<file path="src/rtl/rc5_pkg.sv">
// Shared RC5-16 definitions: word geometry, magic constants, FSM states and
// rotate/packing helpers used by the key expansion and decrypt datapaths.
package rc5_pkg;

    localparam int W          = 16;
    localparam int MAX_ROUNDS = 31;
    localparam int RND_W      = $clog2(MAX_ROUNDS + 1);
    localparam int S_DEPTH    = 64;
    localparam int L_DEPTH    = 8;
    localparam int KEY_W      = L_DEPTH * W;

    localparam logic [W-1:0] P16 = 16'hB7E1;
    localparam logic [W-1:0] Q16 = 16'h9E37;

    typedef logic [W-1:0]   word_t;
    typedef logic [2*W-1:0] block_t;

    typedef enum logic [2:0] {
        IDLE,
        INIT,
        MIX,
        ROUND,
        WHITEN,
        DONE
    } state_t;

    // Rotates use only the low four bits of the amount, as RC5-16 requires.
    function automatic word_t rotl16(input word_t x, input word_t n);
        logic [2*W-1:0] tmp;
        tmp = {x, x} << n[3:0];
        return tmp[2*W-1:W];
    endfunction

    function automatic word_t rotr16(input word_t x, input word_t n);
        logic [2*W-1:0] tmp;
        tmp = {x, x} >> n[3:0];
        return tmp[W-1:0];
    endfunction

    function automatic word_t block_lo(input block_t blk);
        return blk[W-1:0];
    endfunction

    function automatic word_t block_hi(input block_t blk);
        return blk[2*W-1:W];
    endfunction

    function automatic block_t pack_block(input word_t hi, input word_t lo);
        return {hi, lo};
    endfunction

endpackage

</file>
<file path="src/rtl/rc5_key_expand.sv">
// RC5-16 key schedule: fills S with the P/Q progression, then mixes the key
// words into it. Exposes a paired read port returning S[2k] and S[2k+1].
module rc5_key_expand
    import rc5_pkg::*;
(
    input  logic             clk,
    input  logic             rst,
    input  logic             start,
    input  logic [RND_W-1:0] num_rounds,
    input  logic [KEY_W-1:0] key,
    input  logic [4:0]       pair_addr,
    output word_t            s_even,
    output word_t            s_odd,
    output logic             init_last,
    output logic             ready
);

    state_t     kstate;
    state_t     kstate_next;

    word_t      s_mem [S_DEPTH];
    word_t      l_mem [L_DEPTH];
    word_t      a_reg;
    word_t      b_reg;
    word_t      s_val;
    logic [6:0] t_len;
    logic [5:0] i_idx;
    logic [2:0] j_idx;
    logic [7:0] mix_cnt;
    logic [7:0] mix_last;

    logic [6:0] t_in;
    logic [7:0] mix_len_in;
    word_t      a_mix;
    word_t      ab_sum;
    word_t      b_mix;

    // Mix phase runs 3*max(t, c) steps with c = 8 key words.
    always_comb begin
        t_in       = {1'b0, num_rounds, 1'b0} + 7'd2;
        mix_len_in = (t_in < 7'd8) ? 8'd24 : ({1'b0, t_in} * 8'd3);
    end

    // The freshly rotated A feeds B's update in the same step.
    always_comb begin
        a_mix  = rotl16(s_mem[i_idx] + a_reg + b_reg, 16'd3);
        ab_sum = a_mix + b_reg;
        b_mix  = rotl16(l_mem[j_idx] + ab_sum, ab_sum);
    end

    always_comb begin
        init_last = (kstate == INIT) && ({1'b0, i_idx} == (t_len - 7'd1));
        ready     = (kstate == MIX) && (mix_cnt == mix_last);
        s_even    = s_mem[{pair_addr, 1'b0}];
        s_odd     = s_mem[{pair_addr, 1'b1}];
    end

    always_comb begin
        kstate_next = kstate;
        case (kstate)
            IDLE:    if (start)     kstate_next = INIT;
            INIT:    if (init_last) kstate_next = MIX;
            MIX:     if (ready)     kstate_next = IDLE;
            default:                kstate_next = IDLE;
        endcase
    end

    always_ff @(posedge clk) begin
        if (!rst) kstate <= IDLE;
        else      kstate <= kstate_next;
    end

    always_ff @(posedge clk) begin
        case (kstate)
            IDLE: begin
                if (start) begin
                    t_len    <= t_in;
                    mix_last <= mix_len_in - 8'd1;
                    s_val    <= P16;
                    i_idx    <= '0;
                    for (int n = 0; n < L_DEPTH; n++) l_mem[n] <= key[W*n +: W];
                end
            end
            INIT: begin
                s_mem[i_idx] <= s_val;
                s_val        <= s_val + Q16;
                i_idx        <= i_idx + 6'd1;
                if (init_last) begin
                    i_idx   <= '0;
                    j_idx   <= '0;
                    a_reg   <= '0;
                    b_reg   <= '0;
                    mix_cnt <= '0;
                end
            end
            MIX: begin
                s_mem[i_idx] <= a_mix;
                l_mem[j_idx] <= b_mix;
                a_reg        <= a_mix;
                b_reg        <= b_mix;
                i_idx        <= ({1'b0, i_idx} == (t_len - 7'd1)) ? 6'd0 : (i_idx + 6'd1);
                j_idx        <= j_idx + 3'd1;
                mix_cnt      <= mix_cnt + 8'd1;
            end
            default: ;
        endcase
    end

endmodule

</file>
<file path="src/rtl/rc5_decrypt_core.sv">
// Iterative RC5-16/r/16 decryption: key expansion via rc5_key_expand, then one
// inverse round per clock, final whitening, and a one-cycle done pulse.
module rc5_decrypt_core
    import rc5_pkg::*;
(
    input  logic             clk,
    input  logic             rst,
    input  logic             decrypt,
    input  logic [RND_W-1:0] num_rounds,
    input  logic [KEY_W-1:0] key,
    input  logic [2*W-1:0]   d_in,
    output logic [2*W-1:0]   d_out,
    output logic             done,
    output logic             busy
);

    state_t           state;
    state_t           state_next;
    logic [RND_W-1:0] kcnt;
    word_t            a_reg;
    word_t            b_reg;

    logic             kx_start;
    logic [4:0]       pair_addr;
    word_t            s_even;
    word_t            s_odd;
    logic             init_last;
    logic             ready;
    word_t            b_rnd;
    word_t            a_rnd;

    rc5_key_expand u_key_expand (
        .clk        (clk),
        .rst        (rst),
        .start      (kx_start),
        .num_rounds (num_rounds),
        .key        (key),
        .pair_addr  (pair_addr),
        .s_even     (s_even),
        .s_odd      (s_odd),
        .init_last  (init_last),
        .ready      (ready)
    );

    // Rounds walk k = r..1; whitening reads pair 0 (S[0], S[1]).
    always_comb begin
        kx_start  = (state == IDLE) && decrypt;
        pair_addr = (state == ROUND) ? kcnt : 5'd0;
        b_rnd     = rotr16(b_reg - s_odd, a_reg) ^ a_reg;
        a_rnd     = rotr16(a_reg - s_even, b_rnd) ^ b_rnd;
        done      = (state == DONE);
        busy      = (state != IDLE);
    end

    always_comb begin
        state_next = state;
        case (state)
            IDLE:   if (decrypt)   state_next = INIT;
            INIT:   if (init_last) state_next = MIX;
            MIX:    if (ready)     state_next = (kcnt == '0) ? WHITEN : ROUND;
            ROUND:  if (kcnt == 5'd1) state_next = WHITEN;
            WHITEN:                state_next = DONE;
            DONE:                  state_next = IDLE;
            default:               state_next = IDLE;
        endcase
    end

    always_ff @(posedge clk) begin
        if (!rst) state <= IDLE;
        else      state <= state_next;
    end

    always_ff @(posedge clk) begin
        if (state == IDLE && decrypt) begin
            a_reg <= block_lo(d_in);
            b_reg <= block_hi(d_in);
            kcnt  <= num_rounds;
        end else if (state == ROUND) begin
            a_reg <= a_rnd;
            b_reg <= b_rnd;
            kcnt  <= kcnt - 5'd1;
        end
    end

    // The result register is cleared by reset and otherwise holds between operations.
    always_ff @(posedge clk) begin
        if (!rst)                 d_out <= '0;
        else if (state == WHITEN) d_out <= pack_block(b_reg - s_odd, a_reg - s_even);
    end

endmodule

</file>
<file path="config.mk">
export PLATFORM = sky130hd
export DESIGN_NAME = rc5_decrypt_core
export DESIGN_NICKNAME = d
export VERILOG_FILES = /design/src/rtl/rc5_pkg.sv /design/src/rtl/rc5_key_expand.sv /design/src/rtl/rc5_decrypt_core.sv
export SDC_FILE = /design/constraint.sdc
export NUM_CORES = 2
export LEC_CHECK = 0
export BUFFER_PORTS_ARGS = -buffer_cell sky130_fd_sc_hd__buf_4
export CORE_ASPECT_RATIO = 1.4
export CORE_MARGIN = 3
export CORE_UTILIZATION = 32
export CTS_BUF_LIST = sky130_fd_sc_hd__clkbuf_8
export DETAILED_ROUTE_END_ITERATION = 16
export PLACE_DENSITY = 0.55
export SLEW_MARGIN = 10
export SYNTH_ARGS = -nofsm -noshare
export SYNTH_HDL_FRONTEND = slang
export SYNTH_SLANG_ARGS = --single-unit
</file>
<file path="constraint.sdc">
create_clock -name clk -period 16 [get_ports clk]
set_input_delay 1.6 -clock clk [delete_from_list [all_inputs] [get_ports clk]]
set_output_delay 1.6 -clock clk [all_outputs]
set_load 0.005 [all_outputs]
</file>
==> flow_summary.ini <==
[timing]
hold_violations = 0
fin_crit_ns = 12.42
slew_headroom_pct = 9.54
timing.final.crit_share_pct = 77.6
setup_tns_ns = 0
final-setup-viol-count = 0
fin_skew_ns = 0.0632
max_freq_mhz = 80.5
worstMarginPinSlew_ns = 1.35
drv_slew = 0
rsz0062_at_grt = false

[finish]
fin_cells = 8426
regArea_um2 = 39000
area_growth_syn_to_layout_pct = 13.4
reg_top3 = u_key_expand.s_mem x1024, u_key_expand.l_mem x128, d_out x32
n_fill_cell = 20500
multiInputGateArea_um2 = 28200
nets = 5724
largest-register = u_key_expand.s_mem
largest_reg_flops = 1024
drive_gt1_share_pct = 20.9

[floorplanning]
die_x_um = 397
die_area_um2 = 219000
start_util_pct = 32.2
num_rows = 200
die_y_um = 553
io_pins = 202
core_um2 = 212000

[logic_synthesis]
synthCells = 5299
yosys_warnings = 0
async_flop_share_pct = 0
yosys-top-cells-area = edfxtp_1, mux4_2, nand2_1
synth_area_um2 = 68400
ys_ff_latch = 1313
syn_nets = 5585
synth.avg_cell_area_um2 = 12.9
yosysUniqueCellTypes = 98
synth_area_leader_cell = edfxtp_1
synth_top_area_share_pct = 55.6
synthFlopType = edfxtp_1
synth_edf_count = 1267
yosysSeqAreaShare_pct = 57.0

[clock_network]
cts_tree = built
cts.hold.buffers_added = 0
ctsRootBufferMaster = clkbuf_8
numCtsBuffers = 197
htree_levels = 4
clk_path_buf_depth = 4
clk_pin_slew_ns = 0.07
postCtsSetupRepairBufs = 0
insertion_delay_ns = 0.94
cts_sinks = 1313
ctsResizeCount = 0

[run]
cap_violations = 0

[detailed_routing]
drt_first_pass_iters = 8
drtIter0Drc = 5300
drc = 0
vias_per_cell = 5.86
antenna_left = 0
dr_total_vias = 49400
routed_wl_mm = 251
wire_per_inst_um = 29.8

[placement]
hpwl_mm = 164
placed_cells = 8065
gp_congestion = 0.952
port-buffer-count = 201

[setup_path]
critPathSlowestCell = dfxtp_4
start_kind = flip-flop
end_kind = flip-flop
worstPathRequired_ns = 16.62
cpPeakStageDelay_ns = 0.93
crit_path_frequent_cell = a21oi_1
cp_max_fo = 40
rr_endpoint = u_key_expand.l_mem[3][0]
r2r_cells = 37
worstSetupPathType = flip-flop to flip-flop
r2r_slack_ns = 3.58
arrival_ns = 13.04

[power_and_ir_drop]
pwr-share-comb_pct = 60.2
p_int_w = 0.00929
vdd_ir_drop_max_uv = 504
swShare_pct = 48.4
leakagePower_nw = 26.0
power.share.sequential_pct = 23.5
power_density_nw_per_um2 = 232
netSwitchingPower_w = 0.00871
p_clk_share_pct = 16.3

[global_routing]
grt_start_max_net_pins = 126
grt_overflow = 0
track_usage_pct = 22.3
grt_pass1_wl_mm = 355
antenna_found_initial = 13
grt_pass1_vias = 49300

[outcome]
status = finished, final reports clean

[min_path]
min_from = d_out[5]
min_to = d_out[5]
hold_depth = 2
min_path_type = flip-flop to flip-flop
==> how the worst max path moves through the flow <==
stage,from,end,slack [ns],depth (start not counted)
finish,flip-flop,u_key_expand.l_mem[3][0],3.58,37
global route,flip-flop,u_key_expand.l_mem[3][0],2.86,37
CTS,flip-flop,u_key_expand.l_mem[6][0],3.71,36
detailed placement,flip-flop,u_key_expand.l_mem[6][0],3.75,37
global placement,flip-flop,u_key_expand.l_mem[0][0],3.65,37
floorplan,flip-flop,u_key_expand.l_mem[0][8],5.43,41
==> final cells by class <==
| class | count | share of cell area [%] |
|---|---|---|
| inverter | 84 | 0.407 |
| tap | 2828 | 4.56 |
| multi-input combinational | 3522 | 36.3 |
| clock inverter | 143 | 1.61 |
| timing repair buffer | 320 | 3.24 |
| sequential | 1313 | 50.3 |
| antenna | 15 | 0.0484 |
| clock buffer | 201 | 3.57 |
==> kinds of logic after synthesis <==
family	share of synthesized area [%]
buffers and inverters	2.62
and+or+nand+nor	11.2
muxes	15.8
DFF	57.0
xor gates and xnor gates	1.85
adders and majority gates	2.39
AOI/OAI and AO/OA	9.15
==> synth_stat cells, drive strengths merged, types with 7 or more instances <==
library cell	n
edfxtp	1267
nand2	930
mux4	387
nand3	350
clkbuf	298
nor2	292
o21ai	196
mux2i	164
o221ai	119
a21oi	117
ha	97
xnor2	97
buf	82
inv	82
a31oi	77
a211oi	74
o211ai	73
nor3	55
a21o	46
dfxtp	46
xor2	41
mux2	40
a311oi	32
and2	31
a221oi	24
and3	21
fa	21
o21a	20
o22ai	20
nor2b	19
nand4	16
o21bai	13
nand2b	12
o31ai	11
or3	11
nor4	10
a211o	7
==> metal layers <==
metal	vias to the layer above	wire [µm]	global-route usage (%)
met5	-	77	0
met4	12	19800	15.7
met3	695	19200	3.48
met2	2765	124000	38.0
met1	25100	87800	25.5
li1	20800	-	-
==> metrics by stage <==
stage / util [%] / power, W / setup slack [ns] / instance area (µm²) / hold WS (ns)
global route: 36.5 / 0.0189 / 2.86 / 77500 / 0.476
floorplan: - / 0.0116 / 5.43 / 68400 / 0.453
detailed placement: 34.6 / 0.0149 / 3.75 / 73500 / 0.448
CTS: 36.5 / 0.0179 / 3.71 / 77500 / 0.457
global placement: 34.6 / 0.0148 / 3.65 / 73500 / 0.444
finish: 36.6 / 0.0180 / 3.58 / 77600 / 0.455
==> critical path: cells and delay by family, from the launching register on <==
kind	cells	cell delay (ns)
AO/OA/AOI/OAI	19	4.75
XOR/XNOR	2	0.50
adder cells (fa/ha/maj)	5	1.86
buffers and inverters	3	1.31
flip-flops	1	0.93
multiplexers	3	1.63
AND/OR/NAND/NOR	5	1.06
==> layout by cell type (no fill, tap or decap), drive strengths merged, types with 21 or more instances in the layout <==
master  Yosys  routed
edfxtp   1267    1267
nand2     930     930
mux4      387     387
nand3     350     350
buf        82     319
nor2      292     292
clkbuf    298     202
o21ai     196     196
mux2i     164     164
inv        82     122
o221ai    119     119
a21oi     117     117
ha         97      97
xnor2      97      97
a31oi      77      77
a211oi     74      74
clkinv      2      74
o211ai     73      73
nor3       55      55
dfxtp      46      46
a21o       46      46
xor2       41      41
mux2       40      40
a311oi     32      32
and2       31      31
a221oi     24      24
bufinv      0      23
and3       21      21
fa         21      21
==> power by group through the flow <==
stage | logic [W] | registers [W] | clock network, W
5_1_grt | 0.0116 | 0.00425 | 0.00313
6_report | 0.0108 | 0.00424 | 0.00294
4_1_cts | 0.0107 | 0.00424 | 0.00299
3_5_place_dp | 0.0106 | 0.00431 | 0
2_1_floorplan | 0.00736 | 0.00420 | 0
3_3_place_gp | 0.0105 | 0.00431 | 0
Note: power is estimated with default switching activity, not from simulation.
